### src/rtl/mem_bus_if.sv
// MEM-stage memory access unit: alignment check, SPM/bus routing, bus handshake FSM.
// Optional bus-ready watchdog and bus_err port enabled by defining BUS_TIMEOUT_EN.
module mem_bus_if #(
  parameter logic [2:0]  SPM_LOC     = 3'h3,
  parameter int unsigned TIMEOUT_CYC = 16
) (
  input  logic        clk,
  input  logic        reset,
  input  logic        stall,
  input  logic        flush,
  input  logic        ex_en,
  input  logic [1:0]  ex_mem_op,
  input  logic [31:0] ex_out,
  input  logic [31:0] ex_wr_data,
  output logic [31:0] out,
  output logic        miss_align,
  output logic        busy,
  output logic [29:0] spm_addr,
  output logic        spm_as_,
  output logic        spm_rw,
  output logic [31:0] spm_wr_data,
  input  logic [31:0] spm_rd_data,
  output logic        bus_req_,
  input  logic        bus_grant_,
  output logic [29:0] bus_addr,
  output logic        bus_as_,
  output logic        bus_rw,
  output logic [31:0] bus_wr_data,
  input  logic [31:0] bus_rd_data,
  input  logic        bus_rdy_
`ifdef BUS_TIMEOUT_EN
  ,
  output logic        bus_err
`endif
);

  typedef enum logic [1:0] {IDLE, REQ, ACCESS, STALL} state_t;
  typedef enum logic [1:0] {OP_NOP, OP_LDW, OP_STW, OP_RSV} op_t;

  state_t      state, state_nx;
  op_t         op;
  logic        is_ld, is_st, acc, misal, spm_hit;
  logic        start, done, tmo;
  logic [31:0] done_data;
  logic [31:0] rd_buf;

  assign op          = op_t'(ex_mem_op);
  assign is_ld       = (op == OP_LDW);
  assign is_st       = (op == OP_STW);
  assign acc         = ex_en & (is_ld | is_st) & ~flush;
  assign misal       = acc & (ex_out[1:0] != 2'b00);
  assign spm_hit     = (ex_out[31:29] == SPM_LOC);
  assign spm_addr    = ex_out[31:2];
  assign spm_wr_data = ex_wr_data;

`ifdef BUS_TIMEOUT_EN
  localparam logic [4:0] TMO_LAST = 5'(TIMEOUT_CYC - 1);
  logic [4:0] cnt;

  assign tmo     = ~reset & (state == ACCESS) & (cnt == TMO_LAST);
  assign bus_err = tmo & bus_rdy_;

  always_ff @(posedge clk) begin
    if (reset || state != ACCESS || state_nx != ACCESS) cnt <= '0;
    else                                                 cnt <= cnt + 5'd1;
  end
`else
  assign tmo = 1'b0;
`endif

  // Combinational outputs are forced to their idle values while reset is held.
  always_comb begin
    state_nx   = state;
    out        = '0;
    busy       = 1'b0;
    miss_align = 1'b0;
    spm_as_    = 1'b1;
    spm_rw     = 1'b1;
    start      = 1'b0;
    done       = 1'b0;
    done_data  = '0;
    if (!reset) begin
      miss_align = misal;
      case (state)
        IDLE: begin
          if (!acc) begin
            out = ex_out;
          end else if (misal) begin
            out = '0;
          end else if (spm_hit) begin
            spm_as_ = stall;
            spm_rw  = is_ld;
            out     = is_ld ? spm_rd_data : '0;
          end else if (!stall) begin
            busy     = 1'b1;
            start    = 1'b1;
            state_nx = REQ;
          end
        end
        REQ: begin
          busy = 1'b1;
          if (!bus_grant_) state_nx = ACCESS;
        end
        ACCESS: begin
          if (!bus_rdy_ || tmo) begin
            done      = 1'b1;
            done_data = (!bus_rdy_ && bus_rw) ? bus_rd_data : '0;
            out       = done_data;
            state_nx  = stall ? STALL : IDLE;
          end else begin
            busy = 1'b1;
          end
        end
        STALL: begin
          out = rd_buf;
          if (!stall) state_nx = IDLE;
        end
        default: state_nx = IDLE;
      endcase
    end
  end

  always_ff @(posedge clk) begin
    if (reset) begin
      state       <= IDLE;
      bus_req_    <= 1'b1;
      bus_as_     <= 1'b1;
      bus_rw      <= 1'b1;
      bus_addr    <= '0;
      bus_wr_data <= '0;
      rd_buf      <= '0;
    end else begin
      state <= state_nx;
      if (start) bus_req_ <= 1'b0;
      if (state == REQ && !bus_grant_) begin
        bus_as_     <= 1'b0;
        bus_addr    <= ex_out[31:2];
        bus_rw      <= is_ld;
        bus_wr_data <= ex_wr_data;
      end else begin
        bus_as_ <= 1'b1;
      end
      if (done) begin
        rd_buf   <= done_data;
        bus_req_ <= 1'b1;
      end
    end
  end

endmodule

### config.mk
export PLATFORM = sky130hd
export DESIGN_NAME = mem_bus_if
export DESIGN_NICKNAME = d
export VERILOG_FILES = /design/src/rtl/mem_bus_if.sv
export SDC_FILE = /design/constraint.sdc
export NUM_CORES = 1
export LEC_CHECK = 0
export BUFFER_PORTS_ARGS = -buffer_cell sky130_fd_sc_hd__buf_2
export CAP_MARGIN = 30
export CORE_AREA = 2 2 116 118
export DETAILED_ROUTE_END_ITERATION = 16
export DIE_AREA = 0 0 118 120
export PLACE_DENSITY = 0.75
export SKIP_CTS_REPAIR_TIMING = 1
export SLEW_MARGIN = 25
export SYNTH_ARGS = -nofsm -noshare
export SYNTH_HDL_FRONTEND = slang
export SYNTH_SLANG_ARGS = --single-unit
### constraint.sdc
create_clock -name clk -period 2.8 [get_ports clk]
set_input_delay 0.42 -clock clk [delete_from_list [all_inputs] [get_ports clk]]
set_output_delay 0.42 -clock clk [all_outputs]
set_load 0.03 [all_outputs]
==> results of run 1 <==
Yosys cell counts (3+ instances only):
| master | n |
|---|---|
| sky130_fd_sc_hd__a32oi_1 | 33 |
| sky130_fd_sc_hd__clkbuf_1 | 39 |
| sky130_fd_sc_hd__nor2_1 | 4 |
| sky130_fd_sc_hd__nand2_1 | 127 |
| sky130_fd_sc_hd__nand3_1 | 33 |
| sky130_fd_sc_hd__inv_1 | 33 |
| sky130_fd_sc_hd__a21oi_1 | 67 |
| sky130_fd_sc_hd__buf_1 | 5 |
| sky130_fd_sc_hd__buf_2 | 7 |
| sky130_fd_sc_hd__dfxtp_1 | 99 |
| sky130_fd_sc_hd__a22o_1 | 31 |
| sky130_fd_sc_hd__nor3b_1 | 3 |
| sky130_fd_sc_hd__buf_4 | 62 |
| sky130_fd_sc_hd__o211ai_1 | 31 |
worst max-delay path, stage by stage:
cell and delay, ns:
sky130_fd_sc_hd__buf_2 0.10, sky130_fd_sc_hd__ha_1 0.29, sky130_fd_sc_hd__or3b_1 0.41, sky130_fd_sc_hd__or4b_4 0.56
sky130_fd_sc_hd__a221oi_4 0.29, sky130_fd_sc_hd__buf_4 0.21
routing by layer:
metal  part of all wire, %  global-route usage [%]  up-vias
met5                     0                       0        -
met4                   1.7                    7.38        0
met3                   6.7                    4.09       19
met2                    50                    38.7      211
met1                    42                    25.6     2354
li1                      -                       -     2466
area by class of cell:
| class | instances | area (um2) |
|---|---|---|
| clock inverter | 3 | 45.0 |
| inverter | 34 | 128 |
| sequential | 99 | 1980 |
| tap | 176 | 220 |
| fill | 1351 | 6620 |
| clock buffer | 13 | 270 |
| timing repair buffer | 316 | 1650 |
| multi-input combinational | 356 | 2060 |
kinds of logic (layout without fill, tap and decap cells):
logic type               count (synthesis)  count (layout)
AO/OA/AOI/OAI                          168             168
adder cells (fa/ha/maj)                  1               1
buffers and inverters                  147             366
flip-flops                              99              99
AND/OR/NAND/NOR                        187             187
worst paths after layout:
check	to	slack, ns	cells after the start
setup reg to reg	rd_buf[26]$_SDFFE_PP0P_	0.65	4
hold reg to reg	bus_wr_data[29]$_SDFFE_PP0P_	0.45	2
setup / recovery	busy	0.09	6
hold / removal	rd_buf[7]$_SDFFE_PP0P_	0.30	2
placed cells by master (no fill, tap or decap), drive strengths merged, types with 2 or more instances in the layout:
cell	count
clkinvlp	2
buf	316
or3b	2
or2	2
dfxtp	99
nand4	2
nand2	127
and2	2
nor3	2
clkbuf	13
nand2b	2
nor3b	3
inv	33
nand3	33
a22o	31
a21oi	67
o211ai	31
a32oi	33
and3b	2
nor2	4
state kept, by name, indices dropped and copies added, names as in the netlist:
signal and cells:
state 2, bus_as_ 1, bus_addr 30, rd_buf 32, bus_wr_data 32, bus_req_ 1, bus_rw 1
power by group through the flow:
stage	Combinational (mW)	Sequential, mW	Clock (mW)
floorplan	0.330	1.45	0
global placement	0.509	1.45	0
detailed placement	0.509	1.45	0
CTS	0.510	1.41	1.33
global route	0.541	1.41	1.39
finish	0.508	1.41	1.29
==> out/metrics.sh, run 1 <==
STATUS='finished clean'
RR_STARTPOINT='state[1]$_SDFFE_PP0P_'
FINALSETUPVIOLCOUNT=0
FP-ROW-COUNT=42
SYNTH_SEQUENTIAL_AREA_RATIO_PCT=41.2
PLACE.DETAILED.HPWL_MM=11.5
POST_DRT_VIA_CELL_RATIO=5.07
CRITPATHKIND='input port to primary output'
SYN_AREA_PER_CELL_UM2=7.99
WL_MM=15.7
INITIAL_DRT_PASS_ITERATIONS=4
POWER.CLOCK.FRACTION_PCT=40.1
DESIGN.FINAL.NETS=954
FINALCRITICALPERIOD_NS=2.71
WHS_NS=0.302
PRE_CTS_SLACK_NS=0.00849
GRT_PASS1_WL_MM=24.0
PIN_COUNT_OF_THE_BIGGEST_NET_ENTERING_GLOBAL_ROUTING=43
P_COMB_SHARE_PCT=15.8
IR_DROP_V=0.000241
WORSTPATHARRIVAL_NS=2.29
TOTAL_SWITCHING_POWER_mW=0.861
SYNTH_SIMPLE_GATE_AREA_SHARE_PCT=17.2
GRT_ANTENNA_BEFORE_REPAIR=0
CLOCK_LATENCY_LATE_SINK_NS=0.34
FINAL_REPORT_HOLD_VIOLATION_COUNT=0
VIAS_IN_THE_FIRST_GLOBAL_ROUTE=4589
NUMBER_OF_STORAGE_ELEMENTS_IN_THE_SYNTHESIS_NETLIST=99
SWITCHING_SHARE_PCT=26.9
CTS.HTREE.LEVELS=3
FINALMAXSLEWVIOLATIONS=0
SYNTH.AREA.MUX_SHARE_PCT=0
TIMING.CLOCK.SKEW_NS=0.00468
START_UTIL_PCT=37.1
SYNTH_FP_NETS=740
PLACEDCELLCOUNT=981
SYNTH_ENABLE_FLOP_CELLS=0
ENDPOINT_KIND='primary output'
LEAKAGEPOWER_nW=2.91
GRT_REMAINING_OVERFLOW=0
NUMBER_OF_ANTENNA_CELLS_INSERTED=0
POWER.TOTAL_mW=3.21
WORST-SLEW-PIN-TRANSITION_NS=0.548
POST_SYNTH_XOR_AREA_FRACTION_PCT=0
POST_SYNTH_INST_COUNT=602
POSTSYNTH.ASYNCRESETSHARE_PCT=0
CRITPATHMAXFANOUT=2
AVGROUTEDWIREPERCELL_UM=15.8
SEQ_POWER_SHARE_PCT=44.1
AREA_POST_PLACEMENT_UM2=6030
GRT.TOTAL_USAGE_PCT=21.5
DRTITER0DRC=246
DRC=0
RELSLEWSLACK_PCT=63.4
CTS_TREE='done'
SYNTH_TOP_AREA_CELL='sky130_fd_sc_hd__dfxtp_1'
WORSTPATHREQUIRED_NS=2.38
DOMINANTREGCELLSYNTH='sky130_fd_sc_hd__dfxtp_1'
LAUNCHING_INSTANCE_OR_PORT_OF_THE_CRITICAL_PATH='ex_mem_op[0]'
MAX_FREQ_MHz=370
MAIN_COMBINATIONAL_CELL_FAMILY_BY_AREA_AFTER_SYNTHESIS='compound AO/OA/AOI/OAI gates'
AREA_GROWTH_PCT=32.1
SETUP_WS_NS=0.0948
NETLIST.AREA_LEADER.SHARE_PCT=41.2
HP-CLASS='input port to flop'
FINAL.SETUP.TNS_NS=0
MAX_CAP_VIOLATION_COUNT=0
POST-ROUTE-UTIL_PCT=49.0
FINAL_CELL_COUNT_NO_FILL=997
CTS.CLK_SLEW.WORST_PATHS_NS=0.07
UNREPAIRED_SETUP_ENDPOINTS_AFTER_GLOBAL_ROUTING='false'
SYNTH_COMPOUND_AREA_SHARE_PCT=24.8
IO_PINS=300
CHIPWIDTH_UM=118
NUM_VIAS=5050
CLOCK-SINKS=99
NUMCTSBUFFERS=9
SYNTHESIS.AREA_UM2=4810
YOSYS.AREA_SHARE.ADDER_PCT=0.260
CRITPATHLAUNCHTYPE='input port'
ANTENNA_VIOL_NETS_FINAL=0
FINAL.PERIOD_UTILIZATION_PCT=96.6
SYNTH.LIB_CELLS_USED.DISTINCT=36
DESIGN_AREA_UM2=6360
CLOCK_TREE_BUF_DEPTH=2
SYNTHTOPCELLSBYAREA='sky130_fd_sc_hd__dfxtp_1, sky130_fd_sc_hd__nand2_1, sky130_fd_sc_hd__buf_4'
LAYOUT-DRIVE-GT1-SHARE_PCT=41.5
FP.DIEH_UM=120
POWER_REPORT.INTERNAL_TOTAL_mW=2.35
HP-START='bus_rd_data[7]'
DIE_AREA_UM2=14200
PLACE.GP.CONGESTION=0.766
CLK_ROOT_BUFFER_CELL='sky130_fd_sc_hd__clkbuf_16'
POWER_DENSITY_nW_PER_UM2=505
COUNT_OF_INPUT_AND_OUTPUT_BUFFERS=299
FP.COREAREA_UM2=13000
SYNTH.YOSYS.WARNINGS=0
(Power assumes the default switching activity.)
==> run 2, diff against run 1 <==
--- a/config.mk
+++ b/config.mk
@@ -7,10 +7,11 @@
 export LEC_CHECK = 0
 export BUFFER_PORTS_ARGS = -buffer_cell sky130_fd_sc_hd__buf_2
 export CAP_MARGIN = 30
-export CORE_AREA = 2 2 116 118
+export CORE_ASPECT_RATIO = 0.75
+export CORE_MARGIN = 3
+export CORE_UTILIZATION = 43
 export DETAILED_ROUTE_END_ITERATION = 16
-export DIE_AREA = 0 0 118 120
-export PLACE_DENSITY = 0.75
+export PLACE_DENSITY = 0.84
 export SKIP_CTS_REPAIR_TIMING = 1
 export SLEW_MARGIN = 25
 export SYNTH_ARGS = -nofsm -noshare
==> out/metrics.sh, run 2 (synthesized netlist as in run 1, its figures left out) <==
DESIGN.FINAL.NETS=951  # -0.31%
TIMING.CLOCK.SKEW_NS=0.00733  # +0.00265 ns
DRTITER0DRC=307  # +25%
POWER_DENSITY_nW_PER_UM2=514  # +1.9%
CRITPATHLAUNCHTYPE='input port'
LAYOUT.CELLS.MOST_COMMON_LIST='sky130_fd_sc_hd__buf_2, sky130_fd_sc_hd__nand2_1, sky130_fd_sc_hd__dfxtp_1'
FP-ROW-COUNT=32  # -24%
CRITPATHMAXFANOUT=2  # unchanged
UNREPAIRED_SETUP_ENDPOINTS_AFTER_GLOBAL_ROUTING='false'
WORSTPATHARRIVAL_NS=2.26  # -0.03 ns
LAYOUT-DRIVE-GT1-SHARE_PCT=41.4  # -0.092 points
GRT_ANTENNA_BEFORE_REPAIR=0  # unchanged
CLOCK_LATENCY_LATE_SINK_NS=0.34  # about the same
CLK_ROOT_BUFFER_CELL='sky130_fd_sc_hd__clkbuf_16'
POWER_REPORT.INTERNAL_TOTAL_mW=2.31  # -1.4%
WORST_R2R_SETUP_SLACK_NS=0.64  # about the same
WL_MM=16.0  # +2.0%
IO_PINS=300  # unchanged
GRT.TOTAL_USAGE_PCT=24.5  # +3.0 points
POWER.TOTAL_mW=3.22  # +0.35%
FINAL.PERIOD_UTILIZATION_PCT=95.6  # -1.0 points
TOTAL_SWITCHING_POWER_mW=0.906  # +5.2%
POST-ROUTE-UTIL_PCT=59.0  # +10 points
GRT_PASS1_WL_MM=24.7  # +2.5%
CTS_TREE='done'
MAX_FREQ_MHz=374  # +1.1%
AREA_GROWTH_PCT=30.1
FP.DIEH_UM=97.6  # -19%
IR_DROP_V=0.000328  # +36%
GRT_REMAINING_OVERFLOW=0  # unchanged
NUMBER_OF_ANTENNA_CELLS_INSERTED=0  # unchanged
FINALSETUPVIOLCOUNT=0  # unchanged
MIN_DELAY_PATH_DEPTH=2  # unchanged
POWER.CLOCK.FRACTION_PCT=40.4  # +0.3 points
ENDPOINT_KIND='primary output'
FINAL_CELL_COUNT_NO_FILL=954  # -4.3%
POST_DRT_VIA_CELL_RATIO=5.42  # +7.1%
SETUP_WS_NS=0.124  # +0.0289 ns
FP.COREAREA_UM2=10600  # -18%
WORSTPATHREQUIRED_NS=2.38  # about the same
COUNT_OF_INPUT_AND_OUTPUT_BUFFERS=299  # unchanged
START_UTIL_PCT=45.3  # +8.3 points
PIN_COUNT_OF_THE_BIGGEST_NET_ENTERING_GLOBAL_ROUTING=66  # +53%
RELSLEWSLACK_PCT=52.2  # -11 points
MOST_COMMON_CELL_AFTER_LAYOUT_FILL_AND_TAPS_ASIDE='sky130_fd_sc_hd__buf_2'
MAX_CAP_VIOLATION_COUNT=0  # unchanged
VIAS_IN_THE_FIRST_GLOBAL_ROUTE=4716  # +2.8%
SWITCHING_SHARE_PCT=28.2  # +1.3 points
INITIAL_DRT_PASS_ITERATIONS=5  # +1
FINALCRITICALPERIOD_NS=2.68  # -0.0289 ns
DRC=0  # unchanged
PLACE.DETAILED.HPWL_MM=11.7  # +1.5%
NUMCTSBUFFERS=9  # unchanged
DESIGN_AREA_UM2=6260  # -1.6%
WORST-SLEW-PIN-TRANSITION_NS=0.717  # +0.169 ns
WHS_NS=0.302  # +0.000499 ns
PLACE.GP.CONGESTION=0.827  # +8.0%
CLOCK-SINKS=99  # unchanged
FILLCELLCOUNT=1057  # -22%
FINAL.SETUP.TNS_NS=0  # unchanged
CRITPATHKIND='input port to primary output'
LEAKAGEPOWER_nW=2.90  # -0.33%
RR_STARTPOINT='state[1]$_SDFFE_PP0P_'
FINALMAXSLEWVIOLATIONS=0  # unchanged
HP-START='bus_rd_data[19]'
FINAL_REPORT_HOLD_VIOLATION_COUNT=0  # unchanged
PRE_CTS_SLACK_NS=0.139  # +0.130 ns
CLOCK_TREE_BUF_DEPTH=2  # unchanged
NUM_VIAS=5175  # +2.5%
PLACEDCELLCOUNT=938  # -4.4%
AVGROUTEDWIREPERCELL_UM=16.8  # +6.6%
BIGGEST_REGS='bus_wr_data x32, rd_buf x32, bus_addr x30'
AREA_POST_PLACEMENT_UM2=5940  # -1.4%
R2R.WORST_PATH.CELLS=5  # +1
STATUS='finished clean'
CHIPWIDTH_UM=128  # +8.6%
CTS.CLK_SLEW.WORST_PATHS_NS=0.07  # about the same
DIE_AREA_UM2=12500  # -12%
HP-CLASS='input port to flop'
ANTENNA_VIOL_NETS_FINAL=0  # unchanged
P_COMB_SHARE_PCT=15.7  # about the same
CRIT_PATH_END='busy'
LAUNCHING_INSTANCE_OR_PORT_OF_THE_CRITICAL_PATH='ex_mem_op[0]'
CRIT-REG2REG-CAPTURE='rd_buf[21]$_SDFFE_PP0P_'
CTS.HTREE.LEVELS=3  # unchanged
SEQ_POWER_SHARE_PCT=43.9  # -0.2 points
## run 2: cell types whose count changed in the layout (fill, tap and decap cells not counted), sizes merged
cell / previous run / this run
clkbuf: 13 / 10
clkinv: 1 / 2
clkinvlp: 2 / 0
inv: 33 / 37
buf: 316 / 313
## run 2: cell type report
| type | count | area (um2) | share of cell area [%] |
|---|---|---|---|
| well taps | 136 | 170 | 2.72 |
| clock inverters | 6 | 76.3 | 1.22 |
| inverters | 34 | 128 | 2.04 |
| multi-input cells | 356 | 2050 | 32.7 |
| flip-flops and latches | 99 | 1980 | 31.7 |
| clock buffers | 10 | 239 | 3.82 |
| repair buffers | 313 | 1610 | 25.8 |
## run 2: worst min-delay path by stage
stage                                   end  slack (ns)
5_1_grt              rd_buf[9]$_SDFFE_PP0P_        0.30
2_1_floorplan       rd_buf[30]$_SDFFE_PP0P_        0.45
3_5_place_dp   bus_wr_data[31]$_SDFFE_PP0P_        0.44
4_1_cts             rd_buf[19]$_SDFFE_PP0P_        0.29
3_3_place_gp       bus_addr[7]$_SDFFE_PP0P_        0.44
6_report            rd_buf[19]$_SDFFE_PP0P_        0.30
## run 2: critical path, stage by stage
cell and delay [ns]:
sky130_fd_sc_hd__buf_2 0.10, sky130_fd_sc_hd__ha_1 0.32, sky130_fd_sc_hd__or3b_1 0.38, sky130_fd_sc_hd__or4b_4 0.55
sky130_fd_sc_hd__a221oi_2 0.24, sky130_fd_sc_hd__buf_2 0.25
## run 2: metal layers
layer	routed length, um	global-route usage, %	up-vias
li1	-	-	2459
met1	6440	29.8	2435
met2	7930	42.6	262
met3	1390	6.32	19
met4	278	6.69	0
met5	0	0	-
## run 2: power groups by stage
stage	registers [mW]	logic [mW]	clock network, mW
floorplan	1.45	0.330	0
global placement	1.45	0.507	0
detailed placement	1.45	0.507	0
CTS	1.41	0.508	1.33
global route	1.41	0.541	1.38
finish	1.41	0.506	1.30
==> run 3, diff against run 2 <==
--- a/config.mk
+++ b/config.mk
@@ -9,9 +9,9 @@
 export CAP_MARGIN = 30
 export CORE_ASPECT_RATIO = 0.75
 export CORE_MARGIN = 3
-export CORE_UTILIZATION = 43
+export CORE_UTILIZATION = 35
 export DETAILED_ROUTE_END_ITERATION = 16
-export PLACE_DENSITY = 0.84
+export PLACE_DENSITY_LB_ADDON = 0.08
 export SKIP_CTS_REPAIR_TIMING = 1
 export SLEW_MARGIN = 25
 export SYNTH_ARGS = -nofsm -noshare
==> out/metrics.sh, run 3 (synthesized netlist as in run 1, its figures left out) <==
FP-ROW-COUNT=36  # +13%
BIGGEST_REGS='bus_wr_data x32, rd_buf x32, bus_addr x30'
DIE_AREA_UM2=15200  # +22%
GRT_ANTENNA_BEFORE_REPAIR=0  # unchanged
AREA_GROWTH_PCT=30.4
IR_DROP_V=0.000294  # -10%
INITIAL_DRT_PASS_ITERATIONS=5  # unchanged
FINAL_CELL_COUNT_NO_FILL=989  # +3.7%
NUMCTSBUFFERS=9  # unchanged
POST-ROUTE-UTIL_PCT=47.5  # -11 points
NUM_VIAS=5053  # -2.4%
FP.COREAREA_UM2=13200  # +24%
POWER_DENSITY_nW_PER_UM2=495  # -3.8%
WHS_NS=0.295  # -0.00775 ns
CTS.CLK_SLEW.WORST_PATHS_NS=0.07  # about the same
PRE_CTS_SLACK_NS=0.151  # +0.0128 ns
LAYOUT-DRIVE-GT1-SHARE_PCT=41.3  # -0.12 points
CRITPATHLAUNCHTYPE='input port'
CRITPATHMAXFANOUT=2  # unchanged
GRT_PASS1_WL_MM=25.4  # +3.0%
PATH_COMMON_CELL='sky130_fd_sc_hd__buf_2'
CLOCK_LATENCY_LATE_SINK_NS=0.35  # about the same
PLACE.GP.CONGESTION=0.842  # +1.8%
FINALSETUPVIOLCOUNT=0  # unchanged
CRITPATHKIND='input port to primary output'
CLOCK-SINKS=99  # unchanged
CTS_TREE='done'
DRC=0  # unchanged
ENDPOINT_KIND='primary output'
LEAKAGEPOWER_nW=2.89  # -0.42%
FINAL.SETUP.TNS_NS=0  # unchanged
CRITICAL_PATH.CELL_CHAIN='buf_2 -> ha_1 -> or3b_1 -> or4b_4 -> a221oi_2 -> buf_2'
WORSTPATHREQUIRED_NS=2.38  # about the same
CP_SLOWEST_CELL='sky130_fd_sc_hd__or4b_4'
CLK_ROOT_BUFFER_CELL='sky130_fd_sc_hd__clkbuf_16'
UNREPAIRED_SETUP_ENDPOINTS_AFTER_GLOBAL_ROUTING='false'
PLACE.DETAILED.HPWL_MM=12.1  # +3.8%
WL_MM=16.5  # +3.1%
VIAS_IN_THE_FIRST_GLOBAL_ROUTE=4918  # +4.3%
START_UTIL_PCT=36.5  # -8.9 points
STATUS='finished clean'
MAX_CAP_VIOLATION_COUNT=0  # unchanged
NUMBER_OF_ANTENNA_CELLS_INSERTED=0  # unchanged
GRT.TOTAL_USAGE_PCT=21.0  # -3.5 points
FINAL_REPORT_HOLD_VIOLATION_COUNT=0  # unchanged
FP.DIEH_UM=108  # +10%
RELSLEWSLACK_PCT=51.9  # -0.36 points
AVGROUTEDWIREPERCELL_UM=16.7  # -0.57%
DRTITER0DRC=261  # -15%
CHIPWIDTH_UM=141  # +10%
TIMING.CLOCK.SKEW_NS=0.00608  # -0.00125 ns
CLOCK_TREE_BUF_DEPTH=2  # unchanged
FINAL.PERIOD_UTILIZATION_PCT=94.4  # -1.2 points
AREA_POST_PLACEMENT_UM2=5990  # +0.86%
DESIGN_AREA_UM2=6270  # +0.24%
POWER.TOTAL_mW=3.10  # -3.6%
WORSTPATHARRIVAL_NS=2.22  # -0.04 ns
DESIGN.FINAL.NETS=952  # +0.11%
CRIT_PATH_MAX_INCR_DELAY_NS=0.54  # about the same
POST_DRT_VIA_CELL_RATIO=5.11  # -5.8%
FINALCRITICALPERIOD_NS=2.64  # -0.0336 ns
MOST_COMMON_CELL_AFTER_LAYOUT_FILL_AND_TAPS_ASIDE='sky130_fd_sc_hd__buf_2'
WORST-SLEW-PIN-TRANSITION_NS=0.722  # +0.00535 ns
PLACEDCELLCOUNT=974  # +3.8%
LAYOUT.CELLS.MOST_COMMON_LIST='sky130_fd_sc_hd__buf_2, sky130_fd_sc_hd__nand2_1, sky130_fd_sc_hd__dfxtp_1'
CTS.HTREE.LEVELS=3  # unchanged
ANTENNA_VIOL_NETS_FINAL=0  # unchanged
SETUP_WS_NS=0.157  # +0.0336 ns
WORSTPATHBUFFERINVERTERCOUNT=2  # unchanged
PIN_COUNT_OF_THE_BIGGEST_NET_ENTERING_GLOBAL_ROUTING=65  # -1.5%
HP-CLASS='input port to flop'
FINALMAXSLEWVIOLATIONS=0  # unchanged
MAX_FREQ_MHz=378  # +1.3%
CRITICAL_PATH.TOP_DELAY_FAMILY='simple AND/OR/NAND/NOR gates'
COUNT_OF_INPUT_AND_OUTPUT_BUFFERS=299  # unchanged
GRT_REMAINING_OVERFLOW=0  # unchanged
IO_PINS=300  # unchanged
-- run 3: layer usage --
layer / GRT usage, % / part of all wire [%]
met1: 26.9 / 44
met2: 35.3 / 48
met3: 6.04 / 7.8
met4: 4.66 / 0.72
met5: 0 / 0
-- run 3: final timing paths --
path                                to  depth (start not counted)                      start  slack (ns)
max reg2reg    rd_buf[25]$_SDFFE_PP0P_                          5      state[1]$_SDFFE_PP0P_        0.64
max                               busy                          6               ex_mem_op[0]        0.16
min reg2reg  bus_addr[27]$_SDFFE_PP0P_                          2  bus_addr[27]$_SDFFE_PP0P_        0.45
min            rd_buf[27]$_SDFFE_PP0P_                          2            bus_rd_data[27]        0.29
-- run 3: cell type report --
class | count | area (um2)
Fill cell | 1311 | 6930
Multi-Input combinational cell | 356 | 2050
Sequential cell | 99 | 1980
Timing Repair Buffer | 314 | 1620
Clock buffer | 12 | 256
Tap cell | 171 | 214
Inverter | 34 | 128
Clock inverter | 3 | 22.5
-- run 3: power by group --
group | switching (mW) | total, mW | internal [mW]
clock network | 0.531 | 1.18 | 0.650
logic | 0.340 | 0.507 | 0.167
registers | 0.00269 | 1.41 | 1.41
